==> src/rtl/meduram_cell.sv <==
// meduram_cell: one storage word of the multi-agent RAM. Lowest-index write hit wins, collisions are
// counted, and every read agent gets a registered, zero-when-idle response. MEDURAM_WRITE_FORWARD_EN selects write-first reads.

module meduram_rdlane #(
  parameter int ADDR_WIDTH = 8,
  parameter int DATA_WIDTH = 32
) (
  input  logic                  aclk,
  input  logic                  aresetn,
  input  logic [ADDR_WIDTH-1:0] cell_addr,
  input  logic                  rden,
  input  logic [ADDR_WIDTH-1:0] rdaddr,
  input  logic [DATA_WIDTH-1:0] rdsrc,
  output logic                  rdvalid,
  output logic [DATA_WIDTH-1:0] rddata
);
  logic hit;
  assign hit = rden && (rdaddr == cell_addr);

  // Idle lanes drive zero so the top level can OR all cells together.
  always_ff @(posedge aclk or negedge aresetn) begin
    if (!aresetn) begin
      rdvalid <= 1'b0;
      rddata  <= '0;
    end else begin
      rdvalid <= hit;
      rddata  <= hit ? rdsrc : '0;
    end
  end
endmodule

module meduram_cell #(
  parameter int ADDR_WIDTH = 8,
  parameter int DATA_WIDTH = 32,
  parameter int NB_WRAGENT = 2,
  parameter int NB_RDAGENT = 2,
  parameter int CNT_WIDTH  = 8
) (
  input  logic                             aclk,
  input  logic                             aresetn,
  input  logic [ADDR_WIDTH-1:0]            cell_addr,
  input  logic [NB_WRAGENT-1:0]            wren,
  input  logic [NB_WRAGENT*ADDR_WIDTH-1:0] wraddr,
  input  logic [NB_WRAGENT*DATA_WIDTH-1:0] wrdata,
  input  logic [NB_RDAGENT-1:0]            rden,
  input  logic [NB_RDAGENT*ADDR_WIDTH-1:0] rdaddr,
  output logic [NB_RDAGENT-1:0]            rdvalid,
  output logic [NB_RDAGENT*DATA_WIDTH-1:0] rddata,
  input  logic                             clr,
  output logic                             collision,
  output logic [CNT_WIDTH-1:0]             collision_cnt
);
  logic [DATA_WIDTH-1:0] word, wrsel, rdsrc;
  logic [NB_WRAGENT-1:0] wrhit;
  logic                  anyhit, multi;

  for (genvar i = 0; i < NB_WRAGENT; i++) begin : g_wrhit
    assign wrhit[i] = wren[i] && (wraddr[i*ADDR_WIDTH +: ADDR_WIDTH] == cell_addr);
  end

  // Ascending scan: the first hit claims the write, any later hit flags a collision.
  always_comb begin
    wrsel  = '0;
    anyhit = 1'b0;
    multi  = 1'b0;
    for (int i = 0; i < NB_WRAGENT; i++) begin
      if (wrhit[i]) begin
        if (anyhit) multi = 1'b1;
        else        wrsel = wrdata[i*DATA_WIDTH +: DATA_WIDTH];
        anyhit = 1'b1;
      end
    end
  end

`ifdef MEDURAM_WRITE_FORWARD_EN
  assign rdsrc = anyhit ? wrsel : word;
`else
  assign rdsrc = word;
`endif

  always_ff @(posedge aclk or negedge aresetn) begin
    if (!aresetn)    word <= '0;
    else if (anyhit) word <= wrsel;
  end

  // A collision in the clearing cycle restarts the count at one rather than being lost.
  always_ff @(posedge aclk or negedge aresetn) begin
    if (!aresetn) begin
      collision     <= 1'b0;
      collision_cnt <= '0;
    end else if (multi) begin
      collision <= 1'b1;
      if (clr)                     collision_cnt <= CNT_WIDTH'(1);
      else if (collision_cnt != '1) collision_cnt <= collision_cnt + 1'b1;
    end else if (clr) begin
      collision     <= 1'b0;
      collision_cnt <= '0;
    end
  end

  for (genvar j = 0; j < NB_RDAGENT; j++) begin : g_rd
    meduram_rdlane #(.ADDR_WIDTH(ADDR_WIDTH), .DATA_WIDTH(DATA_WIDTH)) u_rdlane (
      .aclk      (aclk),
      .aresetn   (aresetn),
      .cell_addr (cell_addr),
      .rden      (rden[j]),
      .rdaddr    (rdaddr[j*ADDR_WIDTH +: ADDR_WIDTH]),
      .rdsrc     (rdsrc),
      .rdvalid   (rdvalid[j]),
      .rddata    (rddata[j*DATA_WIDTH +: DATA_WIDTH])
    );
  end
endmodule

==> config.mk <==
export PLATFORM = sky130hd
export DESIGN_NAME = meduram_cell
export DESIGN_NICKNAME = d
export VERILOG_FILES = /design/src/rtl/meduram_cell.sv
export SDC_FILE = /design/constraint.sdc
export NUM_CORES = 1
export LEC_CHECK = 0
export ABC_AREA = 1
export BUFFER_PORTS_ARGS = -buffer_cell sky130_fd_sc_hd__buf_4
export CORE_MARGIN = 3
export CORE_UTILIZATION = 47
export CTS_BUF_LIST = sky130_fd_sc_hd__clkbuf_8
export DETAILED_ROUTE_END_ITERATION = 8
export PLACE_DENSITY = 0.8
export REMOVE_ABC_BUFFERS = 1
export SLEW_MARGIN = 20
export SYNTH_ARGS = -nofsm -noshare
export SYNTH_HDL_FRONTEND = slang
export SYNTH_SLANG_ARGS = --single-unit
export TNS_END_PERCENT = 5
==> constraint.sdc <==
create_clock -name aclk -period 1.39 [get_ports aclk]
set_input_delay 0.0695 -clock aclk [delete_from_list [all_inputs] [get_ports aclk]]
set_output_delay 0.0695 -clock aclk [all_outputs]
set_load 0.05 [all_outputs]
## Word level (Yosys, flattened, before mapping)

Index checks and enable logic that the tools add are counted.

| word-level totals | value |
|---|---|
| register bits after elaboration | 107 |
| output and inout port bits | 75 |

| operators by class | value |
|---|---|
| mux-type cells | 15 |
| add/subtract/negate cells | 1 |
| equality and inequality tests | 5 |
| reductions and logical operators | 7 |

Operators by type and width:

| operator | number |
|---|---|
| $mux W32 | 5 |
| $eq A8 B8 Y1 | 4 |
| $mux W8 | 4 |
| $add A8 B1 Y8 const B | 1 |
| $ne A8 B8 Y1 const B | 1 |
| $mux W1 | 6 |
| $logic_and A1 B1 Y1 | 4 |
| $reduce_bool A2 Y1 | 2 |
| $reduce_and A2 Y1 | 1 |

## Logic depth before layout (Yosys ltp)

Gate-level depths: netlist of run 1.

| logic depth | value |
|---|---|
| word-level depth | 7 |
| depth in mapped cells | 12 |
| mapped depth without buffers | 11 |

## By module

A second synthesis of run 1 with hierarchy kept.

| second synthesis, totals | value |
|---|---|
| cells, all modules | 619 |
| area, all modules | 5417.7 sq um |

Modules (own cells, without submodules):

| module | instances | cells each | area an instance (sq um) |
|---|---|---|---|
| meduram_rdlane | 2 | 137 | 1476.4 |
| meduram_cell | 1 | 345 | 2464.9 |

## Worst setup path after synthesis of run 1

Ideal clock, no wire load.

| timing | value |
|---|---|
| kind | reg-to-reg |
| from | register collision_cnt[0] |
| to | register collision_cnt[5] |
| clock period less this slack | 1.800 ns |
| slack | -0.410 ns |
| buffers on the path | 0 |
| setup time | 0.067 ns |
| arrival time | 1.733 ns |
| stages on the path, launching flop included | 8 |
| path through | dfrtp_1 -> ha_1 -> nand2_1 -> nor2_1 -> nand4_1 -> nand3_4 -> nand3_1 -> nand2_1 |

| on the way | value |
|---|---|
| longest elaborated chain between the ends | 4 |

Ends and longest elaborated chain:

| item | RTL line | text |
|---|---|---|
| from (decl) | 51 | `output logic [CNT_WIDTH-1:0] collision_cnt` |
| from (signal assigned) | 94 | `else if (collision_cnt != '1) collision_cnt <= collision_cnt + 1'b1;` |
| $add A8 B1 Y8 | 94 |  |
| $mux W8 | 94 |  |
| $mux W8 | 93 | `if (clr) collision_cnt <= CNT_WIDTH'(1);` |
| $mux W8 | 91 | `end else if (multi) begin` |

Parallel ways exist; a longest one is shown, timed or not. The select of a mux whose other input is x is not followed.
A chain may end at the register's enable or synchronous reset.

## Final worst setup path of run 1

| timing | value |
|---|---|
| from | register collision_cnt[1] |
| to | register collision_cnt[0] |

| on the way | value |
|---|---|
| longest elaborated chain between the ends | 3 |

Ends and longest elaborated chain:

| item | RTL line |
|---|---|
| $ne A8 B8 Y1 | 94 |
| $reduce_bool A2 Y1 (no line) | -- |
| $reduce_and A2 Y1 (no line) | -- |

No other way between the ends.

==> results of run 1 <==
final cells by class:
type	count	area, µm²
Clock inverter	4	28.8
Inverter	64	240
Fill cell	840	3330
Sequential cell	107	2680
Tap cell	143	179
Timing Repair Buffer	277	2400
Clock buffer	10	138
Multi-Input combinational cell	372	2480
final timing paths:
path,startpoint,end,slack [ns],cells after the start
setup / recovery,collision_cnt[1],collision_cnt[0],0.07,7
hold / removal,wren[0],collision_cnt[6],0.17,5
setup reg to reg,collision_cnt[1],collision_cnt[0],0.07,7
hold reg to reg,rdsrc[31],rdsrc[31],0.49,2
max in group asynchronous,aresetn,rdsrc[18],0.64,3
min in group asynchronous,aresetn,g_rd[1].u_rdlane.rddata[29],0.31,3
registers in the layout, indices dropped and copies added (netlist names):
signal                 count
rdsrc                     32
g_rd.u_rdlane.rdvalid      2
collision_cnt              8
g_rd.u_rdlane.rddata      64
collision                  1
worst reg2reg max path, delay by kind of cell (launching register included):
family / cells / cell delay (ns)
AO/OA/AOI/OAI: 1 / 0.15
adder cells (fa/ha/maj): 1 / 0.19
buffers and inverters: 1 / 0.16
flip-flops: 1 / 0.37
AND/OR/NAND/NOR: 4 / 0.35
timing repair:
action	4_1_cts	5_1_grt
endpoints found under the setup margin	8	8
hold endpoints to repair	144	0
setup buffers	1	0
resized for setup	0	9
pin swaps	0	8
hold buffers	66	0
cell usage after synthesis, drive strengths merged:
cell / count
a211oi: 1
a21boi: 1
a21oi: 4
a221oi: 2
and2: 4
buf: 29
dfrtp: 107
ha: 1
inv: 64
nand2: 143
nand3: 91
nand3b: 1
nand4: 7
nor2: 27
nor3: 64
nor3b: 1
nor4: 1
o211ai: 1
o21ai: 5
o22ai: 2
xnor2: 12
xor2: 4
power breakdown:
| part | switching [W] | internal (W) |
|---|---|---|
| clock network | 0.00105 | 0.000683 |
| logic | 0.000676 | 0.000563 |
| registers | 0.0000833 | 0.00326 |
through the flow:
step	power, W	cells	util, %
floorplan	0.00392	543	-
global placement	0.00444	896	63.4
detailed placement	0.00449	896	63.4
CTS	0.00633	977	70.7
global route	0.00661	977	71.0
finish	0.00631	977	71.0
layer usage:
metal / vias to the layer above / share of wire [%] / global-route usage [%]
met5: - / 0 / 0
met2: 184 / 53 / 46.0
li1: 2352 / - / -
met1: 2452 / 40 / 30.7
met4: 0 / 2.1 / 8.45
met3: 30 / 5.1 / 4.32
cells by family (layout without fill, tap and decap cells):
| logic type | Yosys count | after routing |
|---|---|---|
| AOI/OAI and AO/OA | 16 | 16 |
| and+or+nand+nor | 339 | 339 |
| DFF | 107 | 107 |
| adders and majority gates | 1 | 1 |
| xor gates and xnor gates | 16 | 16 |
| buffers and inverters | 93 | 355 |
==> impl_metrics.toml, run 1 <==
[status]
status = "complete, no violations"

[synth]
number_of_instances_in_the_synthesized_netlist = 572
ys_seq_elements = 107
yosys.area.top_type = "sky130_fd_sc_hd__dfrtp_1"
avgSynthCellArea_um2 = 9.72
synthAdderAreaFrac_pct = 0.225
synth.cell_area_mm2 = 0.00556
synth_cell_types = 35
synthesis.yosys.warnings = 0
synth_compound_gate_area_share_pct = 1.76
yosys.area.top_type_share_pct = 48.2
synth_simple_gate_area_share_pct = 39.3
largest_cells_by_area_after_synthesis = "sky130_fd_sc_hd__dfrtp_1 48%, sky130_fd_sc_hd__nand3_2 11%, sky130_fd_sc_hd__nor3_2 10%"
synth_xor_xnor_area_share_pct = 2.52
synth_sequential_area_ratio_pct = 48.2
synth_top_family_by_area = "simple AND/OR/NAND/NOR gates"
synth.mux.area_fraction_pct = 0

[place]
port_buffers = 185
detailed_place.area_mm2 = 0.00727
dp_hpwl_mm = 11.2
routabilityCongestion = 0.928
preCtsSetupSlack_ns = -0.0453

[finish]
postLayoutCellArea_mm2 = 0.00814
final_net_count = 943
syn_to_final_growth_pct = 46.4
final_common_cell = "sky130_fd_sc_hd__buf_4"
most-common-layout-cells = "198 x sky130_fd_sc_hd__buf_4, 135 x sky130_fd_sc_hd__nand2_1, 107 x sky130_fd_sc_hd__dfrtp_1"
final_layout_size_suffix_gt1_share_pct = 45.6
number_of_diodes_added_for_antenna_fixing = 0

[floorplan]
area_of_the_die_mm2 = 0.0132
fp_rows = 39
floorplan.initialDensity_pct = 48.5
die_w_um = 115
core_mm2 = 0.0115
design.portCount = 186
die-height_um = 115

[clocking]
cts_htree_levels = 3
clock_path_buffers = 2
insertion_delay_ns = 0.36
cts-buffers-inserted = 9
clock_tree_from_tritoncts = "built"
clock-sinks = 107
worst_setup_hold_path_clk_slew_ns = 0.10
cts-root-buf = "sky130_fd_sc_hd__clkbuf_8"

[global_routing]
grt_max_degree = 108
first_pass_grt_wire_length_mm = 26.2
grt_pass1_vias = 5322
grt_overflow_total = 0
grt_use_total_pct = 25.4
grt_antenna_before_repair = 0

[worst_setup_path]
cpLargestDelayFamily = "flip-flops"
max_fanout_on_critical_path = 5
arrival_ns = 1.57
critical_path.slowest_cell = "sky130_fd_sc_hd__dfrtp_1"
cp_cell_sequence = "ha_2, nand2_2, nor2_2, nand4_1, buf_6, o211ai_1, nand2_1"
cp_data_required_time_ns = 1.65
cp-start-kind = "flip-flop"
critical_path.endpoint_type = "flip-flop"
worst-setup-path-type = "reg2reg"
critical_path_buf_inv_count = 1
cp_slowest_stage_delay_ns = 0.37

[timing]
maxClockFrequency_ghz = 0.759
fin_worst_hold_slack_ns = 0.170
timing.final.crit_period_ns = 1.32
maxSlewHeadroom_pct = 62.2
timing.clock.skew_ns = 0.0102
postLayoutSetupSlackWorst_ns = 0.0731
slew_violations = 0
post-route-period-util_pct = 94.7
setup_tns_ns = 0
worst-slew-pin-transition_ns = 0.567
report.final.hold_viol_count = 0
rsz0062_at_grt = "true"
final-setup-viol-count = 0

[detailed_routing]
detailroute.via_count = 5018
drt_iter0_markers = 276
wl_per_cell_um = 17.0
vias_per_cell = 5.14
drt.antenna.violating_nets = 0
detail_route.drc_violations = 0
finalWirelength_mm = 16.6
firstDrtPassIters = 5

[power]
irDropWorstVdd_v = 0.000698
power_leakage_nw = 4.09
cellPowerDensity_mw_per_mm2 = 776

[hold_path]
holdCritPathClass = "in2reg"

[run]
cap_viol_max_count = 0
Power figures use the tool's default switching activity.
==> inputs of run 2 (changes only) <==
Settings changed: RECOVER_POWER set to 25.
==> run 2 against run 1 <==
Net effect:
- via count hardly changed
- non-clock buffer count stayed put
- register-to-register slack barely moved
- worst setup slack about the same
- fmax about the same
- sequential share of layout area about the same
- die area unchanged
- count of clock-buffer cells in the layout unchanged
- global-route usage unchanged
- first-iteration DRC count unchanged
- critical path type unchanged
- highest routed layer unchanged
==> impl_metrics.toml, run 2 (synthesis gave the netlist of run 1 again) <==
[finish]
most-common-layout-cells = "197 x sky130_fd_sc_hd__buf_4, 135 x sky130_fd_sc_hd__nand2_1, 107 x sky130_fd_sc_hd__dfrtp_1"
final_net_count = 943
stdcell_count = 977
postLayoutCellArea_mm2 = 0.00813
largest-register = "g_rd.u_rdlane.rddata"
syn_to_final_growth_pct = 46.3
final_common_cell = "sky130_fd_sc_hd__buf_4"
final_layout_size_suffix_gt1_share_pct = 45.6
largest_register_ffs = 64
number_of_diodes_added_for_antenna_fixing = 0

[power]
cellPowerDensity_mw_per_mm2 = 776
irDropWorstVdd_v = 0.000697
power_leakage_nw = 4.08

[hold_path]
holdCritPathClass = "in2reg"

[status]
status = "complete, no violations"

[run]
cap_viol_max_count = 0

[worst_setup_path]
cpLargestDelayFamily = "flip-flops"
arrival_ns = 1.57
worst-setup-path-type = "reg2reg"
cp_cell_sequence = "ha_2, nand2_2, nor2_2, nand4_1, buf_6, o211ai_1, nand2_1"
rrSetupSlack_ns = 0.07
critical_path_buf_inv_count = 1
cp_data_required_time_ns = 1.65
critical_path.endpoint_type = "flip-flop"
critical_path.slowest_cell = "sky130_fd_sc_hd__dfrtp_1"
max_fanout_on_critical_path = 5
cp_slowest_stage_delay_ns = 0.37
cp-start-kind = "flip-flop"

[floorplan]
fp_rows = 39
floorplan.initialDensity_pct = 48.5
die_w_um = 115
die-height_um = 115
area_of_the_die_mm2 = 0.0132
core_mm2 = 0.0115
design.portCount = 186

[timing]
maxClockFrequency_ghz = 0.759
maxSlewHeadroom_pct = 35.9
rsz0062_at_grt = "true"
setup_tns_ns = 0
worst-slew-pin-transition_ns = 0.961
postLayoutSetupSlackWorst_ns = 0.0731
timing.final.crit_period_ns = 1.32
timing.clock.skew_ns = 0.0102
fin_worst_hold_slack_ns = 0.170
post-route-period-util_pct = 94.7
slew_violations = 0
final-setup-viol-count = 0
report.final.hold_viol_count = 0

[detailed_routing]
drt.antenna.violating_nets = 0
detail_route.drc_violations = 0
detailroute.via_count = 5015
drt_iter0_markers = 276
vias_per_cell = 5.13
firstDrtPassIters = 5
finalWirelength_mm = 16.6
wl_per_cell_um = 17.0

[clocking]
cts-buffers-inserted = 9
cts-root-buf = "sky130_fd_sc_hd__clkbuf_8"
clock_path_buffers = 2
cts_htree_levels = 3
insertion_delay_ns = 0.36
worst_setup_hold_path_clk_slew_ns = 0.10
clock_tree_from_tritoncts = "built"
clock-sinks = 107

[place]
dp_hpwl_mm = 11.2
detailed_place.area_mm2 = 0.00727
port_buffers = 185
dpl.cell_count = 896
routabilityCongestion = 0.928
preCtsSetupSlack_ns = -0.0453

[global_routing]
grt_pass1_vias = 5322
first_pass_grt_wire_length_mm = 26.2
grt_use_total_pct = 25.4
grt_overflow_total = 0
grt_max_degree = 108
grt_antenna_before_repair = 0
==> run 2: cell count changes in the layout (fill, tap and decap cells not counted), sizes merged <==
cell    before  now
buf        211  210
clkbuf      10   11
==> run 2: worst paths after layout <==
kind,start,to,cells past startpoint
max in group asynchronous,aresetn,rdsrc[18],3
min in group asynchronous,aresetn,g_rd[1].u_rdlane.rddata[29],3
worst max-delay path,collision_cnt[1],collision_cnt[0],7
worst min register to register,rdsrc[31],rdsrc[31],2
worst max register to register,collision_cnt[1],collision_cnt[0],7
worst min-delay path,wren[0],collision_cnt[6],5
==> run 2: layout make-up <==
cell class | count | area [µm²]
clock buffer | 10 | 138
clock inverter | 4 | 28.8
fill | 840 | 3340
inverter | 64 | 240
multi-input combinational | 372 | 2480
sequential | 107 | 2680
tap | 143 | 179
timing repair buffer | 277 | 2390
==> run 2: what timing repair did <==
item | in CTS | in global routing
setup buffers | 1 | 0
endpoints found under the hold margin | 144 | 0
hold buffers | 66 | 0
gates cloned | 0 | 0
gates resized for setup | 0 | 9
setup endpoints to repair | 8 | 8
pin swaps | 0 | 8
==> run 2: worst min-delay path, cell delays in order <==
cell                      delay (ns)
sky130_fd_sc_hd__buf_4          0.12
sky130_fd_sc_hd__nand3_1        0.09
sky130_fd_sc_hd__nor2_1         0.10
sky130_fd_sc_hd__nand2_1        0.07
sky130_fd_sc_hd__nand2_1        0.05
==> run 2: where the power goes <==
part	internal, W	switching [W]	total, W
clock network	0.000683	0.00105	0.00173
registers	0.00326	0.0000833	0.00334
logic	0.000560	0.000675	0.00124
total	0.00450	0.00181	0.00631
==> run 2: metrics by stage <==
stage	utilization [%]	total power, W
floorplan	-	0.00392
global placement	63.4	0.00444
detailed placement	63.4	0.00449
CTS	70.7	0.00633
global route	70.9	0.00660
finish	70.9	0.00631
==> run 2: per-layer routing <==
| layer | routed length, µm | up-vias | GRT usage [%] |
|---|---|---|---|
| li1 | - | 2352 | - |
| met1 | 6620 | 2451 | 30.7 |
| met2 | 8750 | 182 | 46.0 |
| met3 | 844 | 30 | 4.32 |
| met4 | 352 | 0 | 8.45 |
| met5 | 0 | - | 0 |
